File: src/rtl/l1_snoop_ctrl_if.sv
// Snoop port bundle: SCU snoop handshake, L1 tag-port borrow/read/invalidate
// signals and the snoop statistics counters.
`ifndef CACHE_ADDR_WIDTH
`define CACHE_ADDR_WIDTH 32
`endif

interface l1_snoop_ctrl_if #(
  parameter int unsigned ADDR_W   = `CACHE_ADDR_WIDTH,
  parameter int unsigned WAYS     = 2,
  parameter int unsigned IDX_W    = 6,
  parameter int unsigned OFFSET_W = 4,
  parameter int unsigned CNT_W    = 16
);
  localparam int unsigned TAG_W = ADDR_W - IDX_W - OFFSET_W;

  logic [ADDR_W-1:0]       snp_addr;
  logic                    snp_valid;
  logic                    snp_ready;
  logic                    tag_req;
  logic                    tag_gnt;
  logic                    tag_rd_en;
  logic [IDX_W-1:0]        tag_idx;
  logic [WAYS*TAG_W-1:0]   tag_rd_tag;
  logic [WAYS-1:0]         tag_rd_vld;
  logic                    inv_en;
  logic [WAYS-1:0]         inv_way;
  logic [CNT_W-1:0]        snp_cnt;
  logic [CNT_W-1:0]        hit_cnt;

  // Snoop consumer side
  modport slave (
    input  snp_addr, snp_valid, tag_gnt, tag_rd_tag, tag_rd_vld,
    output snp_ready, tag_req, tag_rd_en, tag_idx, inv_en, inv_way, snp_cnt, hit_cnt
  );

  // SCU / arbiter / tag array side
  modport master (
    output snp_addr, snp_valid, tag_gnt, tag_rd_tag, tag_rd_vld,
    input  snp_ready, tag_req, tag_rd_en, tag_idx, inv_en, inv_way, snp_cnt, hit_cnt
  );
endinterface

File: src/rtl/l1_snoop_ctrl.sv
// Per-core snoop consumer: borrows the L1 tag port, looks up the snooped set and
// invalidates every valid way whose stored tag matches; counts snoops and hits.
`ifndef CACHE_ADDR_WIDTH
`define CACHE_ADDR_WIDTH 32
`endif

module l1_snoop_ctrl #(
  parameter int unsigned ADDR_W   = `CACHE_ADDR_WIDTH,
  parameter int unsigned WAYS     = 2,
  parameter int unsigned IDX_W    = 6,
  parameter int unsigned OFFSET_W = 4,
  parameter int unsigned CNT_W    = 16
) (
  input  logic           clk,
  input  logic           rstn,
  l1_snoop_ctrl_if.slave bus
);
  localparam int unsigned TAG_W = ADDR_W - IDX_W - OFFSET_W;

  typedef enum logic [1:0] {
    S_IDLE = 2'd0,
    S_REQ  = 2'd1,
    S_CMP  = 2'd2,
    S_INV  = 2'd3
  } state_e;

  state_e              state_q, state_d;
  logic                rdy_q;
  logic [ADDR_W-1:0]   addr_q, addr_d;
  logic [WAYS-1:0]     hit_q, hit_d;
  logic [CNT_W-1:0]    snp_cnt_q, snp_cnt_d;
  logic [CNT_W-1:0]    hit_cnt_q, hit_cnt_d;

  logic [IDX_W-1:0]    idx_c;
  logic [TAG_W-1:0]    tag_c;
  logic [WAYS-1:0]     hit_c;
  logic                snp_ready_c;
  logic                tag_req_c;
  logic                tag_rd_en_c;
  logic                inv_en_c;
  logic [WAYS-1:0]     inv_way_c;
  logic [IDX_W-1:0]    tag_idx_c;
  logic                unused_offset;

  assign idx_c         = addr_q[OFFSET_W +: IDX_W];
  assign tag_c         = addr_q[ADDR_W-1 -: TAG_W];
  // Line offset is latched with the address but has no role in a set lookup
  assign unused_offset = ^addr_q[OFFSET_W-1:0];

  // Per-way match against the tag read launched in REQ
  always_comb begin : hit_compare
    hit_c = '0;
    for (int unsigned w = 0; w < WAYS; w++) begin
      hit_c[w] = bus.tag_rd_vld[w] && (bus.tag_rd_tag[w*TAG_W +: TAG_W] == tag_c);
    end
  end

  always_ff @(posedge clk or negedge rstn) begin : state_reg
    if (!rstn) begin
      state_q   <= S_IDLE;
      rdy_q     <= 1'b0;
      addr_q    <= '0;
      hit_q     <= '0;
      snp_cnt_q <= '0;
      hit_cnt_q <= '0;
    end else begin
      state_q   <= state_d;
      rdy_q     <= 1'b1;
      addr_q    <= addr_d;
      hit_q     <= hit_d;
      snp_cnt_q <= snp_cnt_d;
      hit_cnt_q <= hit_cnt_d;
    end
  end

  always_comb begin : fsm_next
    state_d     = state_q;
    addr_d      = addr_q;
    hit_d       = hit_q;
    snp_cnt_d   = snp_cnt_q;
    hit_cnt_d   = hit_cnt_q;
    snp_ready_c = 1'b0;
    tag_req_c   = 1'b0;
    tag_rd_en_c = 1'b0;
    inv_en_c    = 1'b0;
    inv_way_c   = '0;
    tag_idx_c   = '0;

    case (state_q)
      S_IDLE: begin
        snp_ready_c = rdy_q;
        if (rdy_q && bus.snp_valid) begin
          addr_d  = bus.snp_addr;
          state_d = S_REQ;
          if (snp_cnt_q != '1) begin
            snp_cnt_d = snp_cnt_q + CNT_W'(1);
          end
        end
      end
      S_REQ: begin
        tag_req_c = 1'b1;
        // Read launches in the grant cycle; data arrives while in CMP
        if (bus.tag_gnt) begin
          tag_rd_en_c = 1'b1;
          tag_idx_c   = idx_c;
          state_d     = S_CMP;
        end
      end
      S_CMP: begin
        tag_req_c = 1'b1;
        if (|hit_c) begin
          hit_d   = hit_c;
          state_d = S_INV;
        end else begin
          state_d = S_IDLE;
        end
      end
      S_INV: begin
        tag_req_c = 1'b1;
        inv_en_c  = 1'b1;
        inv_way_c = hit_q;
        tag_idx_c = idx_c;
        hit_d     = '0;
        state_d   = S_IDLE;
        if (hit_cnt_q != '1) begin
          hit_cnt_d = hit_cnt_q + CNT_W'(1);
        end
      end
      default: begin
        state_d = S_IDLE;
      end
    endcase
  end

  assign bus.snp_ready = snp_ready_c;
  assign bus.tag_req   = tag_req_c;
  assign bus.tag_rd_en = tag_rd_en_c;
  assign bus.tag_idx   = tag_idx_c;
  assign bus.inv_en    = inv_en_c;
  assign bus.inv_way   = inv_way_c;
  assign bus.snp_cnt   = snp_cnt_q;
  assign bus.hit_cnt   = hit_cnt_q;

  // Arbiter contract: grant, once given, is held for the rest of the borrow
  gnt_held_a : assert property (@(posedge clk) disable iff (!rstn)
    (state_q == S_CMP || state_q == S_INV) |-> bus.tag_gnt);

  strobe_needs_gnt_a : assert property (@(posedge clk) disable iff (!rstn)
    (bus.tag_rd_en || bus.inv_en) |-> bus.tag_gnt);

  inv_single_cycle_a : assert property (@(posedge clk) disable iff (!rstn)
    bus.inv_en |=> !bus.inv_en);

  req_held_a : assert property (@(posedge clk) disable iff (!rstn)
    (bus.tag_req && state_d != S_IDLE) |=> bus.tag_req);

endmodule

File: src/flat_wrapper.sv
// flat-port wrapper written by rule: the top's interface ports become plain ports
module l1_snoop_ctrl_flat 
#(
  parameter int unsigned ADDR_W   = `CACHE_ADDR_WIDTH,
  parameter int unsigned WAYS     = 2,
  parameter int unsigned IDX_W    = 6,
  parameter int unsigned OFFSET_W = 4,
  parameter int unsigned CNT_W    = 16
)
  (clk, rstn, bus_snp_addr, bus_snp_valid, bus_tag_gnt, bus_tag_rd_tag, bus_tag_rd_vld, bus_snp_ready, bus_tag_req, bus_tag_rd_en, bus_tag_idx, bus_inv_en, bus_inv_way, bus_snp_cnt, bus_hit_cnt);
  l1_snoop_ctrl_if #(.ADDR_W(ADDR_W), .WAYS(WAYS), .IDX_W(IDX_W), .OFFSET_W(OFFSET_W), .CNT_W(CNT_W)) bus_i ();
  input  logic clk;
  input  logic rstn;
  input wire logic [$bits(bus_i.snp_addr)-1:0] bus_snp_addr;
  input wire logic [$bits(bus_i.snp_valid)-1:0] bus_snp_valid;
  input wire logic [$bits(bus_i.tag_gnt)-1:0] bus_tag_gnt;
  input wire logic [$bits(bus_i.tag_rd_tag)-1:0] bus_tag_rd_tag;
  input wire logic [$bits(bus_i.tag_rd_vld)-1:0] bus_tag_rd_vld;
  output wire logic [$bits(bus_i.snp_ready)-1:0] bus_snp_ready;
  output wire logic [$bits(bus_i.tag_req)-1:0] bus_tag_req;
  output wire logic [$bits(bus_i.tag_rd_en)-1:0] bus_tag_rd_en;
  output wire logic [$bits(bus_i.tag_idx)-1:0] bus_tag_idx;
  output wire logic [$bits(bus_i.inv_en)-1:0] bus_inv_en;
  output wire logic [$bits(bus_i.inv_way)-1:0] bus_inv_way;
  output wire logic [$bits(bus_i.snp_cnt)-1:0] bus_snp_cnt;
  output wire logic [$bits(bus_i.hit_cnt)-1:0] bus_hit_cnt;
  assign bus_i.snp_addr = bus_snp_addr;
  assign bus_i.snp_valid = bus_snp_valid;
  assign bus_i.tag_gnt = bus_tag_gnt;
  assign bus_i.tag_rd_tag = bus_tag_rd_tag;
  assign bus_i.tag_rd_vld = bus_tag_rd_vld;
  assign bus_snp_ready = bus_i.snp_ready;
  assign bus_tag_req = bus_i.tag_req;
  assign bus_tag_rd_en = bus_i.tag_rd_en;
  assign bus_tag_idx = bus_i.tag_idx;
  assign bus_inv_en = bus_i.inv_en;
  assign bus_inv_way = bus_i.inv_way;
  assign bus_snp_cnt = bus_i.snp_cnt;
  assign bus_hit_cnt = bus_i.hit_cnt;
  l1_snoop_ctrl #(.ADDR_W(ADDR_W), .WAYS(WAYS), .IDX_W(IDX_W), .OFFSET_W(OFFSET_W), .CNT_W(CNT_W)) u_core (.clk(clk), .rstn(rstn), .bus(bus_i));
endmodule
File: config.mk
export PLATFORM = sky130hd
export DESIGN_NAME = l1_snoop_ctrl_flat
export DESIGN_NICKNAME = d
export VERILOG_FILES = /design/src/rtl/l1_snoop_ctrl_if.sv /design/src/rtl/l1_snoop_ctrl.sv /design/src/flat_wrapper.sv
export SDC_FILE = /design/constraint.sdc
export NUM_CORES = 1
export LEC_CHECK = 0
export CAP_MARGIN = 40
export CORE_MARGIN = 4
export CORE_UTILIZATION = 47
export DETAILED_ROUTE_END_ITERATION = 8
export GPL_ROUTABILITY_DRIVEN = 0
export HOLD_SLACK_MARGIN = 0.03
export PLACE_DENSITY = 0.85
export SYNTH_ARGS = -nofsm -noshare
export SYNTH_HDL_FRONTEND = slang
export SYNTH_SLANG_ARGS = --single-unit
export TNS_END_PERCENT = 50
File: constraint.sdc
create_clock -name clk -period 3.9 [get_ports clk]
set_clock_uncertainty 0.2 [all_clocks]
set_input_delay 0.975 -clock clk [delete_from_list [all_inputs] [get_ports clk]]
set_output_delay 0.975 -clock clk [all_outputs]
set_load 0.02 [all_outputs]
==> metrics.md <==
| Metric | Value |
|---|---|
| Depth of the most critical reg-to-reg path | 5 |
| Skew-Pair Late Insertion Delay | 340 ps |
| Clock Path Buffers | 2 |
| ANT nets after route | 0 |
| Sequential area share after synthesis | 0.499 |
| Layout Cells excl Fill | 493 |
| TritonCTS Buffers | 9 |
| Max layer used | met4 |
| Diode count | 0 |
| Root Driver | clkbuf_8 |
| Synthesized cell area | roughly 3300 um2 |
| HPWL Detailed | 6380 um |
| Grt ovf | 0 |
| Critical path endpoint category | primary output |
| Core Footprint | just under 7000 um2 |
| Slew @ Worst Pin | roughly 780 ps |
| Total Neg Setup Slack | 0 ps |
| Clock Sinks | 65 |
| WS Path Type | primary input to primary output |
| WP data arrival | ~2400 ps |
| FF-to-FF Start | u_core.bus.snp_cnt[0]$_DFFE_PN0P_ |
| Fraction of layout cells with a size suffix above 1 | 0.133 |
| FF-to-FF setup slack | approximately 1500 ps |
| Register bit count reported by yosys | 65 |
| Core Rows | 30 |
| Outcome | finished clean |
| Minimum clock period after layout | 3620 ps |
| Highest net fanout along the worst path | 6 |
| Initial cell density of the core | 0.483 |
| Met3 routed WL | between 600 and 700 um |
| DR DRC count | 0 |
| RSZ-0062 raised after global routing | false |
| Mapped Cells | ~280 |
| Die Ht | 91.3 um |
| Worst EP required | 2720 ps |
| Area delta synth->final | 46.5% |
| P per Cell Area | 434 nW/um2 |
| Antenna violations before repair | 0 |
| WL met2 | 4020 um |
| Combinational family with the most area after synthesis | XOR/XNOR gates |
| Ranking of synthesized cells by area | dfrtp_1, xnor2_1, mux2_2 |
| Commonest non-fill, non-tap cell in the layout | clkdlybuf4s50_1 |
| Fin. max-slew vios | 0 |
| Drt via density | about 5.2 |
| Hold Crit Start | u_core.bus.snp_cnt[10]$_DFFE_PN0P_ |
| Worst Setup Start Kind | primary input |
| Fin nets | slightly below 500 |
| Post-Synth Adder-Cell Area | 0.00767 |
| H-tree levels | 3 |
| Largest net degree at the start of global routing | 31 |
| FMAX | ~280 MHz |
| Routed WL | approximately 8500 um |
| # setup viols final | 0 |
| Number of port buffers | 121 |
| Final Cycle Share | 0.927 |
| Post-synth top area share | 0.499 |
| Finished Core Util | 0.707 |
| Post-CTS sizing | 0 |
| Iter 0 DRT Violations | 66 |
| Worst hold path type | flip-flop to flip-flop |
| DR pass1 iterations | 4 |
| Reg-to-reg endpoint | u_core.bus.snp_cnt[1]$_DFFE_PN0P_ |
| Postcts setup bufs | 0 |
| Hold depth | 1 |
| Leak | 0.00202 uW |
| Multiplexer share of the synthesized area | 0.104 |
| Hold EP | u_core.bus.snp_cnt[10]$_DFFE_PN0P_ |
| Die Area | between 8000 and 9000 um2 |
| Final hold violations | 0 |
| Drt wl/cell | around 17 um |
| Vias in the first global route | around 2600 |
| Most frequent cells in the layout | clkdlybuf4s50_1, dfrtp_1, xnor2_1 |
| Met1 wire length | ~3800 um |
| # placed instances | 477 |
| Clk slew on worst S/H paths | roughly 70 ps |
| Post-Synth XOR/XNOR Area | 0.199 |
| Worst ir drop on vdd | 300 uV |
| Max cap viols | 0 |
| Post-Synth Simple-Gate Area | 0.164 |
| Rel. slew slack | 0.480 |
| CTS tree | done |
| Hold bufs inserted after CTS | 0 |
| Via Count | 2572 |
| Leading area contributor after synthesis | dfrtp_1 |
| Die width | 91.3 um |
| Synthesized area per cell | 11.8 um2 |
| Syn Nets | 360 |
| Synth Warn # | 0 |
| Gr usage total | 0.215 |
| Synth Area in Compound Gates | 0.0165 |
| Number of top-level pins | 126 |
| First-pass GRT wire length | roughly 14000 um |
| Synth cell types | 35 |
metrics by stage:
stage	power [uW]	setup slack, ps	hold WS [ps]	area (um2)
after global placement	1500	329	279	4570
final	2080	283	283	4780
after detailed placement	1520	286	276	4590
after CTS	2100	275	289	4780
after floorplan	1250	1350	272	3260
after global routing	2200	225	312	4780
registers in the layout, summed over array words and instances (netlist names):
| register | count |
|---|---|
| u_core.addr_q | 28 |
| u_core.bus.hit_cnt | 16 |
| u_core.bus.snp_cnt | 16 |
| u_core.hit_q | 2 |
| u_core.state_q | 2 |
| u_core.rdy_q | 1 |
synthesized netlist by cell type (all sizes together):
cell	instances
dfrtp	65
xnor2	41
xor2	33
mux2	30
nand2	15
and3	13
nand4	13
nand3	10
and2	8
nor2	7
nor4	7
and4	6
buf	4
inv	3
a21oi	2
ha	2
nor3	2
nor3b	2
or2	2
a2111o	1
a21boi	1
a31o	1
and3b	1
and4bb	1
conb	1
nand3b	1
nor2b	1
o21a	1
o21ai	1
or4	1
per-layer routing:
| layer | global-route usage | up-vias |
|---|---|---|
| met5 | 0 | - |
| met4 | 0.0641 | 0 |
| met3 | 0.0713 | 10 |
| met2 | 0.331 | 95 |
| met1 | 0.288 | 1237 |
| li1 | - | 1230 |
kinds of logic (layout without fill, tap and decap cells):
kind of cell               Yosys count  count (layout)
xor gates and xnor gates            74              74
buffers and inverters                7             144
AOI/OAI and AO/OA                    7               7
muxes                               30              30
other                                1               1
DFF                                 65              65
adders and majority gates            2               2
and+or+nand+nor                     90              90
worst max-delay path by stage:
stage,from,endpoint,slack (ps),cells past startpoint
floorplan,bus_tag_gnt,bus_tag_idx[0],1350,2
global placement,bus_tag_gnt,bus_tag_idx[3],330,4
detailed placement,bus_tag_gnt,bus_tag_idx[4],290,4
CTS,bus_tag_gnt,bus_tag_idx[1],280,4
global route,bus_tag_gnt,bus_tag_idx[1],220,4
finish,bus_tag_gnt,bus_tag_idx[1],280,4
critical path: stages:
cell and delay [ps]:
clkdlybuf4s50_1 500, o21a_1 210, and2_1 160, clkdlybuf4s50_1 600
report_power, final:
| part | switching, uW | total [uW] | internal (uW) |
|---|---|---|---|
| clock network | 251 | 563 | 312 |
| logic | 231 | 574 | 343 |
| registers | 139 | 939 | 800 |
| total | 621 | 2080 | 1450 |
area by class of cell:
| type | count | area [um2] |
|---|---|---|
| clock buffer | 13 | 149 |
| clock inverter | 3 | 40.0 |
| fill | 509 | 1980 |
| inverter | 3 | 11.3 |
| multi-input combinational | 204 | 1600 |
| sequential | 65 | 1630 |
| tap | 80 | 100 |
| timing repair buffer | 125 | 1250 |
No activity file was read; power rests on OpenSTA's default activity.
